**config.mk**
```make
export PLATFORM = sky130hd
export DESIGN_NAME = control_sequencer
export DESIGN_NICKNAME = d
export VERILOG_FILES = /design/src/rtl/cpu_ctrl_pkg.sv /design/src/rtl/instr_decoder.sv /design/src/rtl/control_sequencer.sv
export SDC_FILE = /design/constraint.sdc
export NUM_CORES = 1
export LEC_CHECK = 0
export ABC_AREA = 1
export BUFFER_PORTS_ARGS = -buffer_cell sky130_fd_sc_hd__buf_2
export CAP_MARGIN = 20
export CORE_ASPECT_RATIO = 0.8
export CORE_MARGIN = 2
export CORE_UTILIZATION = 42
export CTS_CLUSTER_DIAMETER = 80
export CTS_CLUSTER_SIZE = 14
export DETAILED_ROUTE_END_ITERATION = 12
export GPL_TIMING_DRIVEN = 0
export MAX_ROUTING_LAYER = met4
export PLACE_DENSITY_LB_ADDON = 0.05
export SLEW_MARGIN = 25
export SYNTH_ARGS = -nofsm -noshare
export SYNTH_HDL_FRONTEND = slang
export SYNTH_SLANG_ARGS = --single-unit
```
**constraint.sdc**
```tcl
create_clock -name clk -period 1.49 [get_ports clk]
set_input_delay 0.2235 -clock clk [delete_from_list [all_inputs] [get_ports clk]]
set_output_delay 0.2235 -clock clk [all_outputs]
set_load 0.01 [all_outputs]
```
**src/rtl/cpu_ctrl_pkg.sv**
```systemverilog
// Shared types and constants for the hard-wired control sequencer.
// States, enable/busSelect bit positions, opcodes and ALU codes.
package cpu_ctrl_pkg;

  typedef enum logic [2:0] {
    S_IDLE,
    S_T0,
    S_T1,
    S_T2,
    S_T3,
    S_T4,
    S_T5,
    S_T6
  } state_e;

  typedef enum logic [1:0] {
    CLS_ALU,
    CLS_MULDIV,
    CLS_ILLEGAL
  } cls_e;

  // enable bit positions (R0-R15 occupy 0-15)
  localparam int EN_HI  = 16;
  localparam int EN_LO  = 17;
  localparam int EN_Z   = 18;
  localparam int EN_Y   = 19;
  localparam int EN_PC  = 20;
  localparam int EN_MDR = 21;
  localparam int EN_IR  = 24;
  localparam int EN_MAR = 25;

  // busSelect bit positions (R0-R15 occupy 0-15)
  localparam int BS_HI  = 16;
  localparam int BS_LO  = 17;
  localparam int BS_ZHI = 18;
  localparam int BS_ZLO = 19;
  localparam int BS_PC  = 20;
  localparam int BS_MDR = 21;

  localparam logic [4:0] OP_ADD = 5'd3;
  localparam logic [4:0] OP_SUB = 5'd4;
  localparam logic [4:0] OP_AND = 5'd5;
  localparam logic [4:0] OP_OR  = 5'd6;
  localparam logic [4:0] OP_MUL = 5'd15;
  localparam logic [4:0] OP_DIV = 5'd16;

  localparam logic [3:0] ALU_ADD = 4'd3;
  localparam logic [3:0] ALU_SUB = 4'd4;
  localparam logic [3:0] ALU_AND = 4'd5;
  localparam logic [3:0] ALU_OR  = 4'd6;
  localparam logic [3:0] ALU_MUL = 4'd12;
  localparam logic [3:0] ALU_DIV = 4'd13;
  localparam logic [3:0] ALU_INC = 4'd14;

endpackage

```
**src/rtl/instr_decoder.sv**
```systemverilog
// Combinational IR decode: instruction class, ALU code, one-hot ra/rb/rc.
// Ports: ir in; cls, alu_code, ra_oh, rb_oh, rc_oh out.
module instr_decoder
  import cpu_ctrl_pkg::*;
#(
  parameter int DATA_W = 32
) (
  input  logic [DATA_W-1:0] ir,
  output cls_e              cls,
  output logic [3:0]        alu_code,
  output logic [DATA_W-1:0] ra_oh,
  output logic [DATA_W-1:0] rb_oh,
  output logic [DATA_W-1:0] rc_oh
);

  logic [4:0] opcode;
  logic [3:0] ra;
  logic [3:0] rb;
  logic [3:0] rc;
  logic       unused_ir;

  assign opcode    = ir[31:27];
  assign ra        = ir[26:23];
  assign rb        = ir[22:19];
  assign rc        = ir[18:15];
  assign unused_ir = ^ir;

  assign ra_oh = DATA_W'(1) << ra;
  assign rb_oh = DATA_W'(1) << rb;
  assign rc_oh = DATA_W'(1) << rc;

  always_comb begin
    cls      = CLS_ILLEGAL;
    alu_code = '0;
    unique case (1'b1)
      (opcode == OP_ADD): begin
        cls      = CLS_ALU;
        alu_code = ALU_ADD;
      end
      (opcode == OP_SUB): begin
        cls      = CLS_ALU;
        alu_code = ALU_SUB;
      end
      (opcode == OP_AND): begin
        cls      = CLS_ALU;
        alu_code = ALU_AND;
      end
      (opcode == OP_OR): begin
        cls      = CLS_ALU;
        alu_code = ALU_OR;
      end
      (opcode == OP_MUL): begin
        cls      = CLS_MULDIV;
        alu_code = ALU_MUL;
      end
      (opcode == OP_DIV): begin
        cls      = CLS_MULDIV;
        alu_code = ALU_DIV;
      end
      default: ;
    endcase
  end

endmodule

```
**src/rtl/control_sequencer.sv**
```systemverilog
// Hard-wired T0-T6 control unit: fetch, then ALU or MUL/DIV execute.
// Ports: clk, clr, run, mem_rdy, ir in; datapath strobes, done, illegal out.
module control_sequencer
  import cpu_ctrl_pkg::*;
#(
  parameter int DATA_W = 32
) (
  input  logic              clk,
  input  logic              clr,
  input  logic              run,
  input  logic              mem_rdy,
  input  logic [DATA_W-1:0] ir,
  output logic [DATA_W-1:0] enable,
  output logic [DATA_W-1:0] busSelect,
  output logic              MD_Read,
  output logic [3:0]        Control_Signals,
  output logic              done,
  output logic              illegal
);

  state_e            state_q;
  state_e            state_d;
  state_e            final_next;
  cls_e              cls;
  logic [3:0]        alu_code;
  logic [DATA_W-1:0] ra_oh;
  logic [DATA_W-1:0] rb_oh;
  logic [DATA_W-1:0] rc_oh;

  instr_decoder #(
    .DATA_W(DATA_W)
  ) u_dec (
    .ir      (ir),
    .cls     (cls),
    .alu_code(alu_code),
    .ra_oh   (ra_oh),
    .rb_oh   (rb_oh),
    .rc_oh   (rc_oh)
  );

  // run only matters on the way out of a final state
  assign final_next = run ? S_T0 : S_IDLE;

  always_ff @(posedge clk or negedge clr) begin
    if (!clr) begin
      state_q <= S_IDLE;
    end else begin
      state_q <= state_d;
    end
  end

  always_comb begin
    state_d         = state_q;
    enable          = '0;
    busSelect       = '0;
    MD_Read         = 1'b0;
    Control_Signals = '0;
    done            = 1'b0;
    illegal         = 1'b0;
    unique case (state_q)
      S_IDLE: begin
        if (run) state_d = S_T0;
      end
      S_T0: begin
        busSelect[BS_PC] = 1'b1;
        enable[EN_MAR]   = 1'b1;
        enable[EN_Z]     = 1'b1;
        Control_Signals  = ALU_INC;
        state_d          = S_T1;
      end
      S_T1: begin
        busSelect[BS_ZLO] = 1'b1;
        enable[EN_PC]     = 1'b1;
        enable[EN_MDR]    = 1'b1;
        MD_Read           = 1'b1;
        if (mem_rdy) state_d = S_T2;
      end
      S_T2: begin
        busSelect[BS_MDR] = 1'b1;
        enable[EN_IR]     = 1'b1;
        state_d           = S_T3;
      end
      S_T3: begin
        unique case (cls)
          CLS_ALU: begin
            busSelect    = rb_oh;
            enable[EN_Y] = 1'b1;
            state_d      = S_T4;
          end
          CLS_MULDIV: begin
            busSelect    = ra_oh;
            enable[EN_Y] = 1'b1;
            state_d      = S_T4;
          end
          default: begin
            illegal = 1'b1;
            state_d = final_next;
          end
        endcase
      end
      S_T4: begin
        Control_Signals = alu_code;
        state_d         = S_T5;
        unique case (cls)
          CLS_ALU: begin
            busSelect    = rc_oh;
            enable[EN_Z] = 1'b1;
          end
          CLS_MULDIV: begin
            busSelect    = rb_oh;
            enable[EN_Z] = 1'b1;
          end
          default: ;
        endcase
      end
      S_T5: begin
        busSelect[BS_ZLO] = 1'b1;
        unique case (cls)
          CLS_ALU: begin
            enable  = ra_oh;
            done    = 1'b1;
            state_d = final_next;
          end
          CLS_MULDIV: begin
            enable[EN_LO] = 1'b1;
            state_d       = S_T6;
          end
          default: begin
            state_d = final_next;
          end
        endcase
      end
      S_T6: begin
        busSelect[BS_ZHI] = 1'b1;
        enable[EN_HI]     = 1'b1;
        done              = 1'b1;
        state_d           = final_next;
      end
    endcase
  end

endmodule
```
Word-level counts from Yosys, hierarchy flattened
Cells that the tools add are included.

Equal/unequal tests: 16. Multiplexer cells: 36. Reduce and logical (&&, ||, !) cells: 7. Shifts and indexed selects: 3.

Operators by type and width (number): 32-bit one-hot mux with 2 select lines (2); 1-bit by 4-bit left shift with 32-bit output (first input constant) (3); 18-bit one-hot mux with 2 select lines (1); 3-bit one-hot mux with 8 select lines (1); 4-bit one-hot mux with 6 select lines (1); 10-bit one-hot mux with 2 select lines (1); 17-bit two-way mux (1); 16-bit two-way mux (1); 5-bit by 3-bit == test with 1-bit output (second input constant) (3); 1-bit one-hot mux with 3 select lines (5); 14-bit two-way mux (1); 3-bit == test (second input constant) (4); 3-bit two-way mux (4); 1-bit one-hot mux with 2 select lines (6); 2-bit one-hot mux with 2 select lines (2); 4-bit one-hot mux with 2 select lines (1); 1-bit two-way mux (7); 3-bit by 2-bit == test with 1-bit output (second input constant) (2); 6-bit two-way mux (1); 2-bit OR reduction (3); 5-bit by 2-bit == test with 1-bit output (second input constant) (1); 5-bit by 4-bit == test with 1-bit output (second input constant) (1); 5-bit == test (second input constant) (1); 2-bit != test (second input constant) (2); other kinds (7) (7).

Word-level logic and storage cells: 63. Input bits: 36. Register bits after elaboration: 3.

Depth between registers and ports, before layout
Gate-level depths: netlist of run 1.

Depth in word-level cells: 7. Mapped depth: 9.

Cells and area by module
From an unflattened synthesis of run 1, not the netlist that was laid out.

Cells, all modules: 559. Area total of the unflattened synthesis: 2640.0 um^2.

By module, submodules not included: control_sequencer (instances 1, seq. area each 75.1 um^2, cells an instance 401, area an instance 1796.7 um^2); instr_decoder (instances 1, seq. area each 0.0 um^2, cells an instance 158, area an instance 843.3 um^2).

Least setup slack after synthesis of run 1
Ideal clock, no wire load.

Kind: register -> output. From: register state_q[2]. To: output enable[10]. Setup slack: 0.091 ns. Stages on the path, launching flop included: 7. Path buffers: 2. Arrival time: 1.175 ns. Cells stage by stage: dfrtp_1 buf_4 inv_1 nor2_1 nand2_2 buf_6 nor2_1.

Word-level cells in the longest chain between the ends: 2.

Ends and longest elaborated chain: start, declared (line control_sequencer.sv:21) `state_e state_q;`; start signal, assigned (line control_sequencer.sv:48) `state_q <= state_d;`; 3-bit == test (line control_sequencer.sv:60) `unique case (state_q)`; 16-bit two-way mux (line control_sequencer.sv:60); end, declared (line control_sequencer.sv:13) `output logic [DATA_W-1:0] enable,`.

Every way passes these cells.

Worst setup path in the final report of run 1
From: register state_q[2]. To: output enable[15].

Same word-level chain as after synthesis.

==> impl_metrics.toml, run 1 <==
[outcome]
status = "finished with violations"
violations = "setup timing"

[cts]
cts_buffers = 3
h-tree-depth = 1
cts_tree = "yes"
clk_latency_ns = 0.22
clk_path_buf_depth = 2
cts.clk_slew.worst_paths_ns = 0.03
cts.sinks = 3
root_buffer = "clkbuf_8"

[floorplanning]
ios = 107
die_w_um = 71.51
die_y_um = 58.01
die-area_um2 = 4148
std_cell_rows = 19
start_util_pct = 44.12
core-area_um2 = 3471

[layout]
nNetsFinal = 456
antenna_cells = 0
area_growth_pct = 57.52
final_area_um2 = 2412
largest_register_ffs = 3
top_register = "state_q"
reg_top3 = "state_q: 3 flops"
layout-drive-gt1-share_pct = 40.81
fin_cells = 461

[synth]
ys_ff_latch = 3
ys_types = 21
yosys.area.top_type = "nand2_1"
ys.flop_type = "dfrtp_1"
yosysMostFrequentCell = "nand2_1"
syn_area_um2 = 1531
synth_edf_count = 0
ys_seq_area_share_pct = 4.902
synth_top_area_share_pct = 26.47
synthCells = 316
ys_top_cells_by_area = "nand2_1 (26%), buf_4 (12%), nand3_1 (11%)"
ys_async_sr_fraction_pct = 100.0
yosysWarnings = 0
avgSynthCellArea_um2 = 4.846
synth_top_cells_by_count = "nand2_1 (108), nor2_1 (44), nand3_1 (35), buf_4 (24), inv_1 (24)"

[place]
place_hpwl_mm = 3.864
dp.cells = 442
placed_area_um2 = 1981
gp_congestion = 0.9479
port_buffers = 65

[worst_setup_path]
reg2reg_from = "state_q[2]"
crit_path_start_kind = "flop"
r2r-end = "state_q[2]"
rrSetupSlack_ns = 0.15
cpPeakStageDelay_ns = 0.35
crit_required_ns = 1.27
reg2reg_depth = 7
crit_slowest_cell = "dfrtp_1"
path_max_fanout = 6
critPathArrivalTime_ns = 1.52
end_kind = "primary output"
path_cells = "buf_6 -> clkinvlp_4 -> nor2_4 -> nand2_4 -> buf_4 -> nor2_1 -> buf_2"
worstSetupPathType = "reg -> out"

[detailed_routing]
drc = 0
vias = 2322
routed_wl_mm = 5.491
dr.pass1.iters = 5
ant_nets = 0
viasPerCell = 5.037
wire_per_inst_um = 11.91
drtIter0Drc = 203

[worst_hold_path]
hold_path_end = "state_q[0]"
holdCritPathClass = "in -> reg"
hold_start = "mem_rdy"
holdPathStages = 3

[global_routing]
grt_pass1_wl_mm = 8.121
grt_max_degree = 11
overflow = 0
grt_pass1_vias = 1749
grt_antenna_before_repair = 0
grt_util_all_layers_pct = 25.02

[timing]
finalCritPeriodShare_pct = 117.0
maxSlewViolCount = 0
finalSetupTns_ns = -7.906
hold_viol = 0
setup_viol = 44
rsz0062_at_grt = "yes"
fin_skew_ns = 0.002107
min_period_ns = 1.744
timing.final.ws_setup_ns = -0.2535
fmax_ghz = 0.5736

[job]
max_cap_violations = 0

[power]
p_leak_uw = 0.001371
p_total_uw = 1777
power_density_nw_per_um2 = 736.8
peakVddDrop_uv = 959.6
==> worst max-delay path by stage <==
stage / from / to / slack (ns)
floorplan: state_q[2] / enable[10] / 0.09
global placement: state_q[2] / busSelect[1] / -0.19
detailed placement: state_q[2] / busSelect[1] / -0.21
CTS: state_q[2] / busSelect[1] / -0.18
global route: state_q[2] / busSelect[5] / -0.30
finish: state_q[2] / enable[15] / -0.25
==> layout make-up <==
type                            count  area [um^2]
Sequential cell                     3        76.32
Buffer                             37        286.5
Tap cell                           42        52.55
Inverter                           28        111.4
Timing Repair Buffer               80        500.5
Clock buffer                        4        45.04
Fill cell                         348         1059
Multi-Input combinational cell    267         1340
==> critical path, delay by kind of cell (launching register included) <==
family	cells	cell delay (ns)
flip-flops	1	0.35
AND/OR/NAND/NOR	3	0.35
buffers and inverters	4	0.60
==> cells by family after synthesis <==
| group | Yosys count | share of synthesized area [%] |
|---|---|---|
| buffers and inverters | 65 | 24.51 |
| other | 1 | 0.2449 |
| and+or+nand+nor | 219 | 60.78 |
| DFF | 3 | 4.902 |
| AOI/OAI and AO/OA | 28 | 9.559 |
==> placed cells by master (no fill, tap or decap), types with 8 or more instances in the layout <==
master,count
nand2_1,90
buf_2,60
nand3_1,33
buf_4,31
nor2_1,27
inv_1,22
buf_6,20
conb_1,20
nand2_2,19
nor2_2,16
nand4_1,12
o21ai_0,10
nor3_1,9
o21ai_1,8
==> through the flow <==
stage | setup slack (ns) | hold WS, ns | utilization, %
finish | -0.2535 | 0.3006 | 69.50
global route | -0.3045 | 0.3114 | 69.50
CTS | -0.1801 | 0.3063 | 65.00
detailed placement | -0.2051 | 0.02427 | 57.07
global placement | -0.1899 | 0.02203 | 57.07
floorplan | 0.09140 | -0.07209 | -
==> layer usage <==
layer,global-route usage (%),routed length [um],up-vias
met1,38.71,2601,1005
li1,-,-,1189
met2,35.45,2390,124
met5,-,0,-
met3,1.739,463,4
met4,4.852,35,0
==> repair_timing <==
item | in CTS | in global routing
cloned | 2 | 0
hold buffers | 1 | 0
pin swaps | 32 | 8
gates resized for setup | 38 | 38
setup endpoints to repair | 42 | 46
endpoints found under the hold margin | 3 | 0
buffers inserted | 10 | 2
==> power by group <==
| group | leakage [uW] | switching, uW | total (uW) | internal (uW) |
|---|---|---|---|---|
| combinational | 0.00131 | 810 | 1360 | 553 |
| sequential | 0.0000361 | 44.0 | 168 | 124 |
| clock | 0.0000228 | 63.4 | 247 | 183 |
Note: power is estimated with default switching activity, not from simulation.
==> run 2: changes to the inputs <==
--- a/config.mk
+++ b/config.mk
@@ -10,7 +10,8 @@
 export CAP_MARGIN = 20
 export CORE_ASPECT_RATIO = 0.8
 export CORE_MARGIN = 2
-export CORE_UTILIZATION = 42
+export CORE_UTILIZATION = 43
+export CTS_BUF_LIST = sky130_fd_sc_hd__clkbuf_4 sky130_fd_sc_hd__clkbuf_8
 export CTS_CLUSTER_DIAMETER = 80
 export CTS_CLUSTER_SIZE = 14
 export DETAILED_ROUTE_END_ITERATION = 12
==> constraint.sdc (replaced) <==
create_clock -name clk -period 1.81 [get_ports clk]
set_input_delay 0.2715 -clock clk [delete_from_list [all_inputs] [get_ports clk]]
set_output_delay 0.2715 -clock clk [all_outputs]
set_load 0.01 [all_outputs]
==> impl_metrics.toml, run 2 (synthesized netlist as in run 1, its figures left out) <==
[outcome]
status = "completed"

[cts]
h-tree-depth = 1
cts.clk_slew.worst_paths_ns = 0.03
cts_tree = "yes"
root_buffer = "clkbuf_8"
clk_path_buf_depth = 2
clk_latency_ns = 0.22
cts.sinks = 3
cts_buffers = 3

[worst_setup_path]
crit_required_ns = 1.54
crit_path_start_kind = "flop"
path_max_fanout = 10
critPathArrivalTime_ns = 1.47
crit_slowest_cell = "dfrtp_1"
cpPeakStageDelay_ns = 0.36
cpMostUsedCell = "buf_6"
worstSetupPathType = "reg -> out"
critPathBufInv = 4
end_kind = "primary output"
cp_top_family = "buffers and inverters"
path_cells = "buf_6 -> clkinvlp_4 -> nor2_4 -> nand2_4 -> buf_6 -> nor2_1 -> buf_2"

[global_routing]
grt_pass1_wl_mm = 7.500
grt_max_degree = 11
overflow = 0
grt_pass1_vias = 1632
grt_util_all_layers_pct = 22.98
grt_antenna_before_repair = 0

[place]
place_hpwl_mm = 3.873
gp_congestion = 0.9365
port_buffers = 65
place_worst_setup_slack_ns = 0.04266
placed_area_um2 = 1981
dp.cells = 442

[detailed_routing]
ant_nets = 0
vias = 2189
wire_per_inst_um = 10.83
viasPerCell = 4.811
routed_wl_mm = 4.928
drc = 0
dr.pass1.iters = 6
drtIter0Drc = 201

[worst_hold_path]
holdCritPathClass = "in -> async"

[floorplanning]
std_cell_rows = 19
die_y_um = 57.38
start_util_pct = 44.74
die-area_um2 = 4058
core-area_um2 = 3423
ios = 107
die_w_um = 70.72

[power]
p_seq_share_pct = 10.4
p_int_uw = 636.6
switchingPower_uw = 651.9
peakVddDrop_uv = 546.9
power_density_nw_per_um2 = 592.8
swShare_pct = 50.59
pwr-share-comb_pct = 73.2
p_total_uw = 1288
p_leak_uw = 0.001316
p_clk_share_pct = 16.3

[timing]
rsz0062_at_grt = "yes"
timing.final.ws_setup_ns = 0.06511
fin_skew_ns = 0.002248
fmax_ghz = 0.5731
whs_ns = 0.3817
finalCritPeriodShare_pct = 96.40
setup_viol = 0
maxSlewViolCount = 0
hold_viol = 0
min_period_ns = 1.745

[layout]
top_register = "state_q"
most-common-layout-cells = "nand2_1 (107), buf_2 (67), nor2_1 (42), nand3_1 (34), buf_4 (30)"
fin_cells = 455
layout-drive-gt1-share_pct = 31.48
final_area_um2 = 2173
nNetsFinal = 450
largest_register_ffs = 3
final_common_cell = "nand2_1"
antenna_cells = 0
reg_top3 = "state_q: 3 flops"
area_growth_pct = 41.91

[job]
max_cap_violations = 0
[run 2: changes by cell type in the layout (fill, tap and decap cells not counted), moves of 2 or more]
cell	delta
nor2_4	-2
buf_6	-12
nand2_2	-16
nor2_2	-13
nor3_1	+2
buf_2	+7
o21ai_0	-2
o21ai_1	+2
nor3_4	-2
nor2_1	+15
nand2_1	+17
[run 2: path summary, 6_finish.rpt]
check | cells past startpoint | end | slack, ns | start
setup reg to reg | 5 | state_q[1] | 0.58 | state_q[2]
hold reg to reg | 3 | state_q[1] | 0.70 | state_q[0]
max in group asynchronous | 2 | state_q[1] | 1.31 | clr
setup / recovery | 7 | enable[14] | 0.07 | state_q[2]
hold / removal | 2 | state_q[1] | 0.38 | clr
min in group clk | 3 | state_q[0] | 0.39 | mem_rdy
[run 2: cell type report]
class / instances / area (um^2)
Clock buffer: 4 / 48.80
Inverter: 28 / 110.1
Buffer: 37 / 282.8
Tap cell: 42 / 52.55
Sequential cell: 3 / 76.32
Multi-Input combinational cell: 267 / 1206
Fill cell: 365 / 1250
Timing Repair Buffer: 74 / 396.6
[run 2: routing by layer]
layer	vias to the layer above	part of all wire [%]	GRT usage, %
li1	1171	-	-
met1	905	49	36.78
met2	111	41	30.84
met3	2	10	2.120
met4	0	0.39	4.043
met5	-	0	-
[run 2: timing repair]
action / in CTS / in global routing
gates cloned: 0 / 1
resized for setup: 5 / 19
endpoints found under the hold margin: 3 / 0
buffers inserted: 3 / 4
pin swaps: 1 / 3
setup endpoints to repair: 21 / 28
hold buffers: 1 / 0
[run 2: through the flow]
step / TNS, ns / util (%)
3_3_place_gp: 0 / 57.86
6_report: 0 / 63.49
2_1_floorplan: 0 / -
3_5_place_dp: 0 / 57.86
4_1_cts: 0 / 60.75
5_1_grt: -0.02536 / 63.49
[run 2: power by group through the flow]
stage / combinational, uW / clock [uW] / sequential [uW]
4_1_cts: 867 / 212 / 124
3_3_place_gp: 804 / 0 / 124
2_1_floorplan: 561 / 0 / 118
6_report: 944 / 210 / 134
5_1_grt: 1040 / 220 / 137
3_5_place_dp: 811 / 0 / 124
==> run 3: changes to the inputs <==
--- a/config.mk
+++ b/config.mk
@@ -10,8 +10,7 @@
 export CAP_MARGIN = 20
 export CORE_ASPECT_RATIO = 0.8
 export CORE_MARGIN = 2
-export CORE_UTILIZATION = 43
-export CTS_BUF_LIST = sky130_fd_sc_hd__clkbuf_4 sky130_fd_sc_hd__clkbuf_8
+export CORE_UTILIZATION = 42
 export CTS_CLUSTER_DIAMETER = 80
 export CTS_CLUSTER_SIZE = 14
 export DETAILED_ROUTE_END_ITERATION = 12
==> impl_metrics.toml, run 3 (synthesized netlist as in run 1, its figures left out) <==
[worst_setup_path]
critPathArrivalTime_ns = 1.53
crit_path_start_kind = "flop"
end_kind = "primary output"
rrSetupSlack_ns = 0.46
worstSetupPathType = "reg -> out"
crit_required_ns = 1.54
path_max_fanout = 8
reg2reg_depth = 8

[cts]
cts.clk_slew.worst_paths_ns = 0.03
clk_path_buf_depth = 2
cts.sinks = 3
root_buffer = "clkbuf_8"
clk_latency_ns = 0.22
h-tree-depth = 1
cts_tree = "yes"
cts_buffers = 3

[timing]
fmax_ghz = 0.5559
fin_skew_ns = 0.0009239
rsz0062_at_grt = "yes"
maxSlewViolCount = 0
finalSetupTns_ns = 0
finalCritPeriodShare_pct = 99.39
whs_ns = 0.3505
setup_viol = 0
hold_viol = 0
min_period_ns = 1.799

[layout]
final_common_cell = "nand2_1"
antenna_cells = 0
reg_top3 = "state_q: 3 flops"
most-common-layout-cells = "nand2_1 (104), buf_2 (65), nor2_1 (39), nand3_1 (35), buf_4 (33)"
top_register = "state_q"
layout-drive-gt1-share_pct = 32.45
multiInputGateArea_um2 = 1217
nNetsFinal = 453
seq_area_um2 = 75.07
area_growth_pct = 44.36
largest_register_ffs = 3
fillers = 362

[worst_hold_path]
holdCritPathClass = "in -> reg"
holdPathStages = 3

[floorplanning]
std_cell_rows = 19
ios = 107
die-area_um2 = 4148
core-area_um2 = 3471
start_util_pct = 44.12
die_w_um = 71.51
die_y_um = 58.01

[power]
pwr-share-comb_pct = 74.7
p_total_uw = 1304
p_leak_uw = 0.001330
power_density_nw_per_um2 = 589.9
swShare_pct = 51.47
p_int_uw = 632.9
peakVddDrop_uv = 704.7
p_seq_share_pct = 9.8
p_clk_share_pct = 15.5
switchingPower_uw = 671.2

[place]
port_buffers = 65
gp_congestion = 0.9479
place_hpwl_mm = 3.864

[job]
max_cap_violations = 0

[detailed_routing]
vias = 2225
viasPerCell = 4.858
routed_wl_mm = 5.261
ant_nets = 0
wire_per_inst_um = 11.49
dr.pass1.iters = 4
drtIter0Drc = 255
drc = 0

[outcome]
status = "completed"

[global_routing]
grt_max_degree = 11
grt_util_all_layers_pct = 23.58
overflow = 0
grt_antenna_before_repair = 0
grt_pass1_vias = 1644
grt_pass1_wl_mm = 7.672
-- run 3: changes by cell type in the layout (fill, tap and decap cells not counted), moves of 2 or more --
cell	change
buf_2	-2
buf_4	+3
nor2_2	+3
nand2_1	-3
nor2_1	-3
nand2_2	+2
-- run 3: power groups by stage --
stage | Clock, uW | Sequential, uW | Combinational [uW]
CTS | 205 | 124 | 881
detailed placement | 0 | 124 | 817
floorplan | 0 | 118 | 561
global route | 214 | 132 | 1070
global placement | 0 | 122 | 812
finish | 203 | 128 | 974
-- run 3: path summary, 6_finish.rpt --
kind / startpoint / endpoint
max: state_q[2] / busSelect[11]
min: mem_rdy / state_q[0]
max reg2reg: state_q[0] / state_q[2]
min reg2reg: state_q[0] / state_q[0]
max in group asynchronous: clr / state_q[1]
min in group asynchronous: clr / state_q[0]
-- run 3: repair_timing --
item / 4_1_cts / 5_1_grt
resized for setup: 7 / 22
buffers inserted: 3 / 6
gates cloned: 0 / 2
setup endpoints to repair: 21 / 30
hold endpoints to repair: 3 / 0
hold buffers: 1 / 0
pin swaps: 1 / 5
-- run 3: layout make-up --
cell class,instances,area share [%]
Sequential cell,3,3.396
Buffer,37,12.79
Clock buffer,4,2.037
Inverter,28,4.980
Tap cell,42,2.377
Multi-Input combinational cell,267,55.07
Timing Repair Buffer,77,19.35
-- run 3: stage by stage --
| stage | area, um^2 | util [%] | std cells | worst slack (ns) |
|---|---|---|---|---|
| floorplan | 1603 | - | 335 | 0.3634 |
| detailed placement | 1981 | 57.07 | 442 | 0.06094 |
| global placement | 1981 | 57.07 | 442 | 0.04445 |
| global route | 2211 | 63.70 | 458 | -0.05377 |
| finish | 2211 | 63.70 | 458 | 0.01111 |
| CTS | 2085 | 60.06 | 450 | 0.01768 |
-- run 3: critical path: stages (launching register included) --
cell and delay [ns]:
dfrtp_1 0.34, buf_6 0.14, clkinvlp_4 0.17, nor2_4 0.23
buf_4 0.17, nand2_1 0.06, nand2_1 0.06, buf_2 0.13
-- run 3: layer usage --
metal / track usage [%] / wire (um)
met4: 4.852 / 35
met2: 31.22 / 2180
met5: - / 0
met1: 38.08 / 2496
met3: 1.739 / 548
